## src/rtl/pipe_pkg.sv

```systemverilog
// Shared constants, pipeline tag type and match helpers for the RV32 hazard/forwarding controller.
package pipe_pkg;

   localparam int         XLEN        = 32;
   localparam int         REG_AW      = 5;
   localparam logic [2:0] FWD_SEL_RAW = 3'd0;

   typedef struct packed {
      logic              valid;
      logic              we;
      logic              is_load;
      logic [REG_AW-1:0] rd;
   } pipe_tag_t;

   // x0 is hard-wired zero, so a source index of 0 never matches a producer.
   function automatic logic rs_match(input logic [REG_AW-1:0] rd, input logic [REG_AW-1:0] rs);
      return (rd == rs) && (rs != '0);
   endfunction

   function automatic logic load_hit(input pipe_tag_t t,
                                     input logic [REG_AW-1:0] rs1,
                                     input logic [REG_AW-1:0] rs2);
      return t.valid && t.we && t.is_load && (t.rd != '0) && ((t.rd == rs1) || (t.rd == rs2));
   endfunction

endpackage

```

## src/rtl/fwd_mux.sv

```systemverilog
// Priority operand select for one EX source: the youngest tracked stage that writes rs wins.
module fwd_mux #(
   parameter int XLEN      = 32,
   parameter int REG_AW    = 5,
   parameter int FWD_DEPTH = 3
) (
   input  logic [REG_AW-1:0]           i_rs,
   input  logic [XLEN-1:0]             i_raw,
   input  logic [FWD_DEPTH-1:0]        i_vld,
   input  logic [FWD_DEPTH*REG_AW-1:0] i_rd,
   input  logic [FWD_DEPTH*XLEN-1:0]   i_stage_res,
   output logic [2:0]                  o_sel,
   output logic [XLEN-1:0]             o_data
);
   import pipe_pkg::*;

   // Walk oldest to youngest so the last hit (nearest stage) overrides.
   always_comb begin
      o_sel  = FWD_SEL_RAW;
      o_data = i_raw;
      for (int k = FWD_DEPTH; k >= 1; k--) begin
         if (i_vld[k-1] && rs_match(i_rd[(k-1)*REG_AW +: REG_AW], i_rs)) begin
            o_sel  = 3'(k);
            o_data = i_stage_res[k*XLEN-1 -: XLEN];
         end
      end
   end

endmodule

```

## src/rtl/pipe_hazard_fwd.sv

```systemverilog
// Hazard/forwarding controller for the 5-stage RV32 pipeline: operand forwarding, load-use stall, branch squash.
// Build option HAZ_STATS_EN adds saturating stall/flush cycle counters (o_stall_cnt, o_flush_cnt).
module pipe_hazard_fwd #(
   parameter int XLEN       = pipe_pkg::XLEN,
   parameter int REG_AW     = pipe_pkg::REG_AW,
   parameter int FWD_DEPTH  = 3,
   parameter int LOAD_STAGE = 2,
   parameter int BR_FLUSH   = 2
) (
   input  logic                      i_clk,
   input  logic                      i_reset,
   input  logic                      i_id_valid,
   input  logic [REG_AW-1:0]         i_id_rs1,
   input  logic [REG_AW-1:0]         i_id_rs2,
   input  logic [REG_AW-1:0]         i_id_rd,
   input  logic                      i_id_we,
   input  logic                      i_id_is_load,
   input  logic [XLEN-1:0]           i_ex_rs1_raw,
   input  logic [XLEN-1:0]           i_ex_rs2_raw,
   input  logic [FWD_DEPTH*XLEN-1:0] i_stage_res,
   input  logic                      i_br_taken,
   output logic                      o_stall,
   output logic                      o_flush,
   output logic [XLEN-1:0]           o_ex_rs1_fwd,
   output logic [XLEN-1:0]           o_ex_rs2_fwd,
   output logic [2:0]                o_fwd_sel1,
   output logic [2:0]                o_fwd_sel2
`ifdef HAZ_STATS_EN
   ,
   output logic [31:0]               o_stall_cnt,
   output logic [31:0]               o_flush_cnt
`endif
);
   import pipe_pkg::*;

   localparam int CNT_W = 2;

   pipe_tag_t                  r_ex_tag;
   logic [REG_AW-1:0]          r_ex_rs1;
   logic [REG_AW-1:0]          r_ex_rs2;
   pipe_tag_t                  r_trk [FWD_DEPTH];
   logic [CNT_W-1:0]           r_squash_cnt;

   logic                       w_load_use;
   logic                       w_flush;
   logic                       w_capture;
   logic [FWD_DEPTH-1:0]       w_fwd_vld;
   logic [FWD_DEPTH*REG_AW-1:0] w_fwd_rd;

   // A load is unusable until LOAD_STAGE, so it blocks ID from EX and every tracked stage before that.
   always_comb begin
      w_load_use = (LOAD_STAGE >= 2) && load_hit(r_ex_tag, i_id_rs1, i_id_rs2);
      for (int k = 1; k <= LOAD_STAGE - 2 && k <= FWD_DEPTH; k++) begin
         if (load_hit(r_trk[k-1], i_id_rs1, i_id_rs2)) begin
            w_load_use = 1'b1;
         end
      end
      w_load_use = w_load_use & i_id_valid;
   end

   // Squash wins over stall: a wrong-path load never needs its consumer held.
   assign w_flush   = ~i_reset & (i_br_taken | (r_squash_cnt != '0));
   assign o_flush   = w_flush;
   assign o_stall   = ~i_reset & w_load_use & ~w_flush;
   assign w_capture = i_id_valid & ~o_stall & ~w_flush;

   always_comb begin
      w_fwd_vld = '0;
      w_fwd_rd  = '0;
      for (int k = 0; k < FWD_DEPTH; k++) begin
         w_fwd_vld[k]                  = r_trk[k].valid & r_trk[k].we;
         w_fwd_rd[k*REG_AW +: REG_AW]  = r_trk[k].rd;
      end
   end

   // ---- ID -> EX capture, EX -> tracked stages shift, branch squash countdown ----
   always_ff @(posedge i_clk or posedge i_reset) begin
      if (i_reset) begin
         r_ex_tag     <= '0;
         r_squash_cnt <= '0;
         for (int k = 0; k < FWD_DEPTH; k++) begin
            r_trk[k] <= '0;
         end
      end else begin
         if (w_capture) begin
            r_ex_tag.valid   <= 1'b1;
            r_ex_tag.we      <= i_id_we;
            r_ex_tag.is_load <= i_id_is_load;
            r_ex_tag.rd      <= i_id_rd;
         end else begin
            r_ex_tag <= '0;
         end
         r_trk[0] <= r_ex_tag;
         for (int k = 1; k < FWD_DEPTH; k++) begin
            r_trk[k] <= r_trk[k-1];
         end
         if (i_br_taken) begin
            r_squash_cnt <= CNT_W'(BR_FLUSH - 1);
         end else if (r_squash_cnt != '0) begin
            r_squash_cnt <= r_squash_cnt - 1'b1;
         end
      end
   end

   // Source indices are data-path only; bubbles carry x0 so nothing forwards into an empty slot.
   always_ff @(posedge i_clk) begin
      r_ex_rs1 <= w_capture ? i_id_rs1 : '0;
      r_ex_rs2 <= w_capture ? i_id_rs2 : '0;
   end

   // ---- EX operand forwarding ----
   fwd_mux #(
      .XLEN      (XLEN),
      .REG_AW    (REG_AW),
      .FWD_DEPTH (FWD_DEPTH)
   ) u_fwd_rs1 (
      .i_rs        (r_ex_rs1),
      .i_raw       (i_ex_rs1_raw),
      .i_vld       (w_fwd_vld),
      .i_rd        (w_fwd_rd),
      .i_stage_res (i_stage_res),
      .o_sel       (o_fwd_sel1),
      .o_data      (o_ex_rs1_fwd)
   );

   fwd_mux #(
      .XLEN      (XLEN),
      .REG_AW    (REG_AW),
      .FWD_DEPTH (FWD_DEPTH)
   ) u_fwd_rs2 (
      .i_rs        (r_ex_rs2),
      .i_raw       (i_ex_rs2_raw),
      .i_vld       (w_fwd_vld),
      .i_rd        (w_fwd_rd),
      .i_stage_res (i_stage_res),
      .o_sel       (o_fwd_sel2),
      .o_data      (o_ex_rs2_fwd)
   );

`ifdef HAZ_STATS_EN
   function automatic logic [31:0] sat_inc(input logic [31:0] v);
      return (v == '1) ? v : v + 32'd1;
   endfunction

   logic [31:0] r_stall_tot;
   logic [31:0] r_flush_tot;

   always_ff @(posedge i_clk or posedge i_reset) begin
      if (i_reset) begin
         r_stall_tot <= '0;
         r_flush_tot <= '0;
      end else begin
         if (o_stall) r_stall_tot <= sat_inc(r_stall_tot);
         if (o_flush) r_flush_tot <= sat_inc(r_flush_tot);
      end
   end

   assign o_stall_cnt = r_stall_tot;
   assign o_flush_cnt = r_flush_tot;
`endif

endmodule
```

## config.mk

```make
export PLATFORM = sky130hd
export DESIGN_NAME = pipe_hazard_fwd
export DESIGN_NICKNAME = d
export VERILOG_FILES = /design/src/rtl/pipe_pkg.sv /design/src/rtl/fwd_mux.sv /design/src/rtl/pipe_hazard_fwd.sv
export SDC_FILE = /design/constraint.sdc
export NUM_CORES = 1
export LEC_CHECK = 0
export BUFFER_PORTS_ARGS = -buffer_cell sky130_fd_sc_hd__buf_2
export CORE_MARGIN = 5
export CORE_UTILIZATION = 40
export CTS_CLUSTER_SIZE = 16
export DETAILED_ROUTE_END_ITERATION = 7
export PLACE_DENSITY = 0.8
export SKIP_LAST_GASP = 1
export SYNTH_ARGS = -nofsm -noshare
export SYNTH_HDL_FRONTEND = slang
export SYNTH_SLANG_ARGS = --single-unit
```

## constraint.sdc

```tcl
create_clock -name i_clk -period 3 [get_ports i_clk]
set_clock_uncertainty 0.15 [all_clocks]
set_input_delay 0.6 -clock i_clk [delete_from_list [all_inputs] [get_ports i_clk]]
set_output_delay 0.6 -clock i_clk [all_outputs]
set_load 0.01 [all_outputs]
```

==> reports/qor.csv, run 1 <==
metric,value,unit
p_int,1.37,mW
fp-row-count,36,
p_leak,2.84,nW
yosysWarnings,0,
clkLatencyLatePin,290,ps
p_comb_share,44.5,%
grt_pass1_vias,5357,
place_congestion,0.931,
core,9820,um2
fin_ws,-176,ps
ant_nets,0,
fin_util,64.3,%
clockRootBuffer,clkbuf_8,
areaGrowthSynthToFinish,56.7,%
netlist_instances,495,
power_density,331,nW/um2
fin_nets,926,
status,"finished, violations left",
synthFlopType,dfrtp_1,
final_max_slew_viol_count,0,
p_total,2.09,mW
cts_htree_levels,2,
clk_pin_slew,70,ps
synthTopCellsByArea,"dfrtp_1 19%, a221oi_2 10%, o31ai_2 8.7%",
drt-pass1-iter-count,5,
finalWirelength,18800,um
die_y,110,um
dp_hpwl,13200,um
synthDominantCellAreaShare,19.2,%
max_stage_delay,550,ps
cts_tree,built,
power_frac_seq,31.4,%
clock-sinks,41,
hold_viol,0,
hp-start,r_ex_tag[6],
setup_viol,64,
cp-startpoint,r_ex_rs2[1],
yosysMostFrequentCell,nand2_1,
yosysTopAreaCell,dfrtp_1,
grt-ovfl-total,0,
crit_end,o_ex_rs2_fwd[12],
dpl_cell_area,5550,um2
pre_cts_ws,101,ps
die_area,12200,um2
end_kind,output pin,
cpMaxStageDelayCell,or4_4,
cap_violations,0,
initial_core_util,41.1,%
synth-seq-cells,41,
tightest_slew,615,ps
cp-start-kind,flip-flop,
synth_edf_count,0,
fin_tns_setup,-4740,ps
finalCriticalPeriod,3180,ps
postSynth.asyncResetShare,75.6,%
n_fill_cell,830,
avgSynthCellArea,8.14,um2
wire_per_inst,21.4,um
drc_errors,0,
yosysSeqAreaShare,24.2,%
cts_max_path_buffers,2,
hold_buffers,0,
path_cells,"or4_4, nor2_4, buf_6, nor4_4, clkbuf_16, o31ai_2, buf_2",
ys_top_cells_by_count,"71 x nand2_1, 38 x nor2_1, 36 x a221oi_1",
crit_fanout,66,
p_sw_share,34.7,%
violations,negative setup slack,
die_w,110,um
final_area,6320,um2
reg2reg_from,r_squash_cnt[0],
syn_area,4030,um2
numCtsBuffers,5,
worstRegToRegCells,7,
io_buffers,250,
grt_usage,28.8,%
max_freq,315,MHz
regToRegEndpoint,r_ex_rs2[3],
hp-class,reg -> reg,
drive_gt1_share,55.0,%
power_switching,725,uW
grt_max_degree,67,
viasPerCell,6.03,
clkPwrFrac,24.1,%
synth_cell_type_count,38,
pin_count,253,
via_count,5302,
slew_headroom,58.7,%
arrival,2430,ps
grt_pass1_wl,27200,um
critical_path_class,reg -> out,
reg2reg_setup_slack,1040,ps
rsz0062_at_grt,true,
antenna_found_initial,1,
worstPathRequired,2250,ps
drt_iter0_markers,556,
peakVddDrop,0.488,mV
period_share,106,%
## registers in the layout (all words and copies together) (netlist names)
name          cells
r_trk            21
r_ex_tag          8
r_ex_rs1          5
r_ex_rs2          5
r_squash_cnt      2
## what timing repair did
item                       CTS  global route
cloned                       2             5
buffers inserted             5             3
setup endpoints to repair   64            65
pin swaps                    5            24
resized for setup           58            17
## area by class of cell
type,count,area (um2),area share (%)
diodes,1,2.50,0.0396
multi-input cells,399,3180,50.3
flip-flops and latches,41,987,15.6
clock buffers,5,68.8,1.09
inverters,6,22.5,0.356
clock inverters,3,65.1,1.03
repair buffers,291,1830,28.9
well taps,133,166,2.63
## layout by cell type (no fill, tap or decap), drive strengths merged, types with 2 or more instances in the layout
| cell | count |
|---|---|
| dfrtp | 31 |
| nand2 | 71 |
| xnor2 | 35 |
| a21oi | 6 |
| clkbuf | 11 |
| nor4 | 3 |
| nor2 | 40 |
| and3 | 32 |
| bufinv | 2 |
| buf | 285 |
| o21ai | 65 |
| inv | 6 |
| xor2 | 4 |
| dfxtp | 10 |
| or3 | 3 |
| and2 | 17 |
| a221oi | 64 |
| nand4 | 4 |
| conb | 2 |
| nand3 | 6 |
| nor3 | 4 |
| o31ai | 32 |
| or4 | 3 |
## layer usage
metal | global-route usage (%) | routed length (um) | vias to the layer above | share of wire, %
met4 | 14.1 | 776 | 0 | 4.1
li1 | - | - | 2354 | -
met5 | 0 | 0 | - | 0
met2 | 49.1 | 9500 | 360 | 50
met3 | 6.00 | 1910 | 86 | 10
met1 | 34.3 | 6650 | 2502 | 35
## power groups by stage
stage               clock, mW  combinational, mW  sequential, mW
finish                  0.504              0.931           0.656
global route            0.548              0.990           0.662
CTS                     0.519              0.879           0.656
detailed placement          0              0.778           0.665
global placement            0              0.760           0.661
floorplan                   0              0.431           0.655
## per-stage QoR
step	instances	hold WS [ps]
detailed placement	855	215
global placement	855	210
CTS	870	231
floorplan	496	204
finish	879	230
global route	879	244
## worst min-delay path by stage
stage / end / slack, ps / cells past startpoint
2_1_floorplan: r_trk[14] / 200 / 0
6_report: r_trk[22] / 230 / 0
5_1_grt: r_trk[15] / 240 / 0
3_5_place_dp: r_trk[22] / 210 / 0
4_1_cts: r_trk[22] / 230 / 0
3_3_place_gp: r_trk[15] / 210 / 0
## critical path, delay by kind of cell, from the launching register on
| kind | cells | cell delay [ps] |
|---|---|---|
| compound gates | 1 | 380 |
| buf+inv | 3 | 610 |
| flops | 1 | 340 |
| simple gates | 3 | 770 |
## cells by family after synthesis
kind of cell | count (synthesis) | synth area share [%]
buffers and inverters | 56 | 6.70
AOI/OAI and AO/OA | 172 | 37.6
xor gates and xnor gates | 39 | 8.47
DFF | 41 | 24.2
other | 1 | 0.0930
and+or+nand+nor | 185 | 22.6
adders and majority gates | 1 | 0.310
Power figures use the tool's default switching activity.
==> run 2: changes to the inputs <==
--- a/config.mk
+++ b/config.mk
@@ -14,2 +14,3 @@
 export SKIP_LAST_GASP = 1
+export SLEW_MARGIN = 20
 export SYNTH_ARGS = -nofsm -noshare
==> constraint.sdc (replaced) <==
create_clock -name i_clk -period 3 [get_ports i_clk]
set_clock_uncertainty 0.15 [all_clocks]
set_input_delay 0.3 -clock i_clk [delete_from_list [all_inputs] [get_ports i_clk]]
set_output_delay 0.3 -clock i_clk [all_outputs]
set_load 0.01 [all_outputs]
==> run 2 against run 1 <==
The run now ends clean; cell area fell by 10%; first-iteration DRC count fell by 2.9%; cell count fell by 2.2%; largest cell class unchanged; worst hold slack got worse by 220 ps; non-clock buffer count fell by 18.
==> reports/qor.csv, run 2 (synthesized netlist as in run 1, its figures left out) <==
metric,value,unit,change
p_leak,2.66,nW,-6.3%
reg2reg_from,r_squash_cnt[0],,
dp_hpwl,13400,um,+1.2%
clk_pin_slew,80,ps,about the same
drive_gt1_share,48.8,%,-6.2 points
drt-pass1-iter-count,6,,+1
largest_reg_flops,21,,unchanged
initial_core_util,41.1,%,unchanged
via_count,5241,,-1.2%
regToRegEndpoint,r_ex_rs2[3],,
hp-class,in -> async,,
grt_usage,27.4,%,-1.3 points
final_max_slew_viol_count,0,,unchanged
n_antenna_cell,0,,-1
period_share,97.2,%,-8.6 points
rsz0062_at_grt,true,,
top_regs,"r_trk x21, r_ex_tag x8",,
die_area,12200,um2,unchanged
grt_pass1_vias,5065,,-5.5%
place_congestion,0.938,,+0.72%
reg2reg_setup_slack,1150,ps,+110 ps
die_y,110,um,unchanged
cp-start-kind,flip-flop,,
wire_per_inst,21.0,um,-2.2%
dpl_cell_area,5450,um2,-1.8%
critical_path_class,reg -> out,,
p_total,1.80,mW,-14%
end_kind,output pin,,
tightest_slew,633,ps,+17.7 ps
cp-startpoint,r_trk[3],,
ant_nets,0,,unchanged
grt_pass1_wl,25800,um,-5.0%
clkLatencyLatePin,300,ps,about the same
fin_nets,908,,-1.9%
pin_count,253,,unchanged
routedLengthMet1,6380,um,-4.0%
grt-ovfl-total,0,,unchanged
cap_violations,0,,unchanged
top_register,r_trk,,
peakVddDrop,0.351,mV,-28%
cts_max_path_buffers,2,,unchanged
setup_viol,0,,-100%
status,"finished, final reports clean",,
wl_met3,2050,um,+7.5%
final_area,5660,um2,-10%
viasPerCell,6.09,,+1.0%
grt_max_degree,47,,-30%
arrival,2470,ps,+40 ps
die_w,110,um,unchanged
pre_cts_ws,309,ps,+209 ps
dr.max_layer_used,met4,,
slew_headroom,57.5,%,-1.2 points
drc_errors,0,,unchanged
io_buffers,250,,unchanged
core,9820,um2,unchanged
finalWirelength,18000,um,-4.3%
met2_length,8750,um,-7.9%
clock-sinks,41,,unchanged
layout_commonest_cell,buf_2,,
antenna_found_initial,0,,-1
cts_htree_levels,2,,unchanged
fin_tns_setup,0,ps,+4740 ps
clockRootBuffer,clkbuf_8,,
drt_iter0_markers,540,,-2.9%
power_density,318,nW/um2,-4.0%
numCtsBuffers,5,,unchanged
crit_end,o_ex_rs2_fwd[13],,
final_cell_mix,"250 x buf_2, 71 x nand2_1, 37 x nor2_1, 36 x a221oi_1, 35 x o21ai_0",,
whs,4.66,ps,-225 ps
worstRegToRegCells,7,,unchanged
areaGrowthSynthToFinish,40.3,%,
finalCriticalPeriod,2920,ps,-259 ps
crit_fanout,17,,-74%
worstPathRequired,2550,ps,+300 ps
hold_viol,0,,unchanged
fin_ws,82.9,ps,+259 ps
max_freq,343,MHz,+8.9%
fp-row-count,36,,unchanged
cts_tree,built,,
==> run 2: repair_timing <==
action / in CTS / in global routing
endpoints found under the setup margin: 3 / 37
gates resized for setup: 1 / 9
pin swaps: 0 / 4
endpoints found under the hold margin: 0 / 1
cloned: 1 / 0
buffers inserted: 0 / 3
hold buffers: 0 / 1
==> run 2: worst max-delay path, stage by stage (launching register included) <==
cell       delay, ps
dfrtp_1          420
xnor2_2          190
nand3_2          110
or4b_4           590
bufbuf_16        340
a221oi_2         250
o31ai_2          100
buf_2            150
==> run 2: worst min path at each step <==
stage                 endpoint  slack (ps)
2_1_floorplan        r_trk[14]         200
3_3_place_gp         r_trk[22]         210
3_5_place_dp         r_trk[14]         220
4_1_cts        r_squash_cnt[1]           2
5_1_grt            r_ex_tag[4]          20
6_report       r_squash_cnt[1]           5
==> run 2: where the power goes <==
part	switching [mW]	leakage [nW]	internal, mW
clock	0.188	0.0450	0.161
sequential	0.0565	0.493	0.604
combinational	0.433	2.12	0.355
total	0.678	2.66	1.12
==> run 2: stage by stage <==
stage / util [%] / instances
final: 57.6 / 860
after detailed placement: 55.5 / 847
after global routing: 57.6 / 860
after global placement: 55.5 / 847
after floorplan: - / 496
after CTS: 56.8 / 856
==> run 2: cell type report <==
type                    instances  area (um2)
clock buffers                   6        72.6
clock inverters                 2        10.0
fillers                       895        4160
inverters                       6        22.5
multi-input cells             399        2880
flip-flops and latches         41         980
well taps                     133         166
repair buffers                273        1530
==> run 2: layer usage <==
metal	GRT usage (%)	vias up
li1	-	2309
met5	0	-
met2	46.8	416
met4	12.9	0
met1	33.0	2415
met3	5.71	101
